[config.mk]
export PLATFORM = sky130hd
export DESIGN_NAME = digit_window_scroller
export DESIGN_NICKNAME = d
export VERILOG_FILES = /design/src/rtl/digit_window_scroller.sv
export SDC_FILE = /design/constraint.sdc
export NUM_CORES = 1
export LEC_CHECK = 0
export ABC_CLOCK_PERIOD_IN_PS = 1910
export BUFFER_PORTS_ARGS = -buffer_cell sky130_fd_sc_hd__buf_2
export CAP_MARGIN = 0
export CELL_PAD_IN_SITES_DETAIL_PLACEMENT = 1
export CELL_PAD_IN_SITES_GLOBAL_PLACEMENT = 1
export CORE_MARGIN = 5
export CORE_UTILIZATION = 29
export CTS_CLUSTER_DIAMETER = 30
export DETAILED_ROUTE_END_ITERATION = 12
export GPL_ROUTABILITY_DRIVEN = 0
export PLACE_DENSITY = 0.88
export SLEW_MARGIN = 40
export SYNTH_ARGS = -nofsm -noshare
export SYNTH_HDL_FRONTEND = slang
export SYNTH_SLANG_ARGS = --single-unit
[constraint.sdc]
create_clock -name clk -period 1.91 [get_ports clk]
set_input_delay 0.382 -clock clk [delete_from_list [all_inputs] [get_ports clk]]
set_output_delay 0.382 -clock clk [all_outputs]
set_load 0.02 [all_outputs]
[src/rtl/digit_window_scroller.sv]
// rtl/digit_window_scroller.sv - scrollable WIN_DIGITS-of-NUM_DIGITS BCD display window
module digit_window_scroller #(
    parameter int NUM_DIGITS = 5,
    parameter int WIN_DIGITS = 3,
    parameter int WRAP       = 0
) (
    input  logic                            clk,
    input  logic                            rst,
    input  logic [4*NUM_DIGITS-1:0]         bcd,
    input  logic                            BTNL,
    input  logic                            BTNR,
    output logic [4*WIN_DIGITS-1:0]         window,
    output logic [NUM_DIGITS-WIN_DIGITS:0]  pos_onehot,
    output logic                            at_min,
    output logic                            at_max
);

    localparam int NUM_POS = NUM_DIGITS - WIN_DIGITS + 1;
    localparam int POS_W   = (NUM_POS > 1) ? $clog2(NUM_POS) : 1;
    localparam logic [POS_W-1:0] MAX_POS = POS_W'(NUM_POS - 1);

    logic [POS_W-1:0] pos;

    // Synchroniser and history flops; reset high so a button held through reset does not step
    logic l_s1, l_s2, l_h;
    logic r_s1, r_s2, r_h;
    logic pulse_l, pulse_r;

    // Two-flop synchronisers plus one history flop per button
    always_ff @(posedge clk or posedge rst) begin
        if (rst) begin
            l_s1 <= 1'b1;
            l_s2 <= 1'b1;
            l_h  <= 1'b1;
            r_s1 <= 1'b1;
            r_s2 <= 1'b1;
            r_h  <= 1'b1;
        end else begin
            l_s1 <= BTNL;
            l_s2 <= l_s1;
            l_h  <= l_s2;
            r_s1 <= BTNR;
            r_s2 <= r_s1;
            r_h  <= r_s2;
        end
    end

    assign pulse_l = l_s2 & ~l_h;
    assign pulse_r = r_s2 & ~r_h;

    // Window position: one step per isolated pulse, saturating or wrapping at the ends
    always_ff @(posedge clk or posedge rst) begin
        if (rst) begin
            pos <= '0;
        end else if (NUM_POS > 1) begin
            if (pulse_l && !pulse_r) begin
                if (pos != MAX_POS) begin
                    pos <= pos + 1'b1;
                end else if (WRAP != 0) begin
                    pos <= '0;
                end
            end else if (pulse_r && !pulse_l) begin
                if (pos != '0) begin
                    pos <= pos - 1'b1;
                end else if (WRAP != 0) begin
                    pos <= MAX_POS;
                end
            end
        end
    end

    // Digit selection from live bcd and one-hot position decode
    always_comb begin
        window     = '0;
        pos_onehot = '0;
        for (int p = 0; p < NUM_POS; p++) begin
            if (pos == POS_W'(p)) begin
                pos_onehot[p] = 1'b1;
                for (int j = 0; j < WIN_DIGITS; j++) begin
                    window[4*j +: 4] = bcd[4*(p+j) +: 4];
                end
            end
        end
    end

    assign at_min = (pos == '0);
    assign at_max = (pos == MAX_POS);

endmodule

==> results.ini <==
[outcome]
status = complete, but fails checks
violations = setup timing

[route]
wl_per_cell_um = 15.0
ant_nets = 0
wl_um = 2350
viasPerCell = 4.99
drc = 0
drt_iter0_drc = 7
firstDrtPassIters = 2
vias = 784

[die]
num_rows = 17
core_area_um2 = 2230
die_x_um = 58.7
die_area_um2 = 3450
start_util_pct = 30.8
die_y_um = 58.7
num_io_pins = 41

[sta]
layout_min_cycle_time_ps = 1960
hold_viol = 0
slew-limit-headroom_pct = 81.1
drv_slew = 0
grt_setup_unrepaired = yes
finalSetupTns_ps = -232
max_slew.worst_pin.slew_ps = 284
finalWorstSetupSlack_ps = -47.6
clock_skew_ps = 7.82
fmax_ghz = 0.511
setup_viol = 11
min_period_over_period_pct = 102

[cells_and_area]
fill_cells = 276
post-route-util_pct = 49.7
antennaDiodeCount = 0
fin_cells = 157
nNetsFinal = 160
fin_area_um2 = 1110
drive_gt1_share_pct = 55.0
areaGrowthSynthToFinish_pct = 61.5

[critical_path]
reg2reg_from = pos[1]
reg2reg_setup_slack_ps = 220
end_kind = primary output
rr_worst_depth = 7
crit_chain = inv_2 -> ha_4 -> buf_12 -> and3b_1 -> a21oi_2 -> o21ai_1 -> buf_4
worstSetupStartpointType = register
required_ps = 1530
cp.arrival_ps = 1580
cp_max_fo = 7
slowest_stage = dfrtp_1
cp_slowest_stage_delay_ps = 390
crit_type = register to primary output
reg2reg_to = pos[0]

[place]
dpl.hpwl_um = 1570
buffer_ports.inserted = 40
dpl.cell_count = 145
placed_cell_area_um2 = 913

[grt]
grt_pass1_vias = 846
grt_max_degree = 21
grt_pass1_wl_um = 3650
grt_usage_pct = 13.6
antenna_found_initial = 0
grt.overflow.total = 0

[clocking]
clock_latency_ps = 250
max-clock-path-buffers = 2
clock_sinks = 8
cts-root-buf = clkbuf_4
cts_hold_buf = 0
numCtsBuffers = 3
cts_tree = done
htreeDepth = 1
clk_pin_slew_ps = 60

[synth]
syn_avg_cell_area_um2 = 8.50
synth_seq_cells = 8
synth_cell_types = 17
syn_nets = 111
netlist_area_um2 = 688
ys_seq_area_share_pct = 30.2
synth_cells = 81
yosysWarnings = 0

[power]
ir_drop_v = 0.000791
power_density_nw_per_um2 = 1830
p_leak_uw = 0.000566

[flow_run]
max_cap_viol_count = 0

[worst_hold_path]
hp-class = input port to asynchronous set/reset pin

## layout by cell type (no fill, tap or decap)
cell type	Yosys	routed
a211oi_4	1	1
a21oi_1	12	8
a21oi_2	0	4
and2_4	1	1
and3b_1	12	12
buf_12	0	1
buf_16	0	2
buf_2	3	30
buf_4	4	17
buf_6	0	1
clkbuf_1	0	1
clkbuf_4	0	3
dfrtp_1	2	2
dfstp_2	6	6
ha_1	6	3
ha_2	0	1
ha_4	0	2
inv_1	4	2
inv_2	0	2
mux2i_1	2	2
nand2_1	12	12
nand2b_1	1	1
nor2b_1	1	1
o21ai_0	1	1
o21ai_1	12	12
xor2_1	1	1
## where the power goes
group / switching (µW) / internal (µW)
logic: 883 / 787
clock network: 53.3 / 79.6
registers: 22.0 / 204
## cells by family (layout without fill, tap and decap cells)
group                      count (synthesis)  in the layout  synth area share [%]
xor gates and xnor gates                   1              1                  1.27
DFF                                        8              8                  30.2
buffers and inverters                     11             59                  8.73
adders and majority gates                  6              6                  10.9
AOI/OAI and AO/OA                         26             26                  21.1
muxes                                      2              2                  2.91
and+or+nand+nor                           27             27                  24.9
## metrics by stage
step           setup slack, ps  hold WS, ps  total power [µW]
2_1_floorplan             2.66          193              1110
3_3_place_gp               169          315              1400
3_5_place_dp              96.0          338              1450
4_1_cts                  -37.8         60.6              1980
5_1_grt                   -177         62.9              2180
6_report                 -47.6         54.1              2030
## registers in the layout, indices dropped and copies added, names as in the netlist
signal and flops:
pos 2, l_s1 1, l_s2 1, r_s2 1, l_h 1, r_h 1, r_s1 1
## cell usage after synthesis, drive strengths merged
| library cell | instances | area, µm² |
|---|---|---|
| a21oi | 12 | 60.1 |
| buf | 7 | 45.0 |
| dfrtp | 2 | 50.1 |
| a211oi | 1 | 20.0 |
| inv | 4 | 15.0 |
| nor2b | 1 | 6.26 |
| nand2 | 12 | 45.0 |
| and3b | 12 | 105 |
| xor2 | 1 | 8.76 |
| mux2i | 2 | 20.0 |
| dfstp | 6 | 158 |
| o21ai | 13 | 65.1 |
| ha | 6 | 75.1 |
| and2 | 1 | 8.76 |
| nand2b | 1 | 6.26 |
## metal layers
metal  up-vias  GRT usage (%)  wire length [µm]
met5         -              0                 0
met3         4           2.19               171
met4         0           3.88                36
met2        35           28.7              1320
met1       373           13.0               825
li1        372              -                 -
## repair_timing
action,CTS,global route
endpoints found under the setup margin,12,14
pin swaps,3,4
buffers inserted,5,0
resized for setup,21,4
gates cloned,2,1
## critical path: cells and delay by family, from the launching register on
| kind | cells | cell delay (ps) |
|---|---|---|
| and+or+nand+nor | 1 | 180 |
| AOI/OAI and AO/OA | 2 | 210 |
| DFF | 1 | 390 |
| buffers and inverters | 3 | 350 |
| adders and majority gates | 1 | 180 |
## worst max-delay path by stage
| stage | startpoint | endpoint | slack, ps | depth (start not counted) |
|---|---|---|---|---|
| final | pos[1] | window[10] | -50 | 7 |
| after global routing | pos[1] | window[1] | -180 | 7 |
| after CTS | pos[1] | window[0] | -40 | 7 |
| after detailed placement | pos[0] | window[0] | 100 | 6 |
| after global placement | pos[0] | window[4] | 170 | 6 |
| after floorplan | pos[1] | window[10] | 3 | 6 |
## area by class of cell
class                   instances  area, µm²  share of cell area (%)
well taps                      28       35.0                    3.15
inverters                       4       15.0                    1.35
repair buffers                 51        364                    32.8
flip-flops and latches          8        208                    18.7
multi-input cells              62        463                    41.7
clock buffers                   4       26.3                    2.36
(Power assumes the default switching activity.)
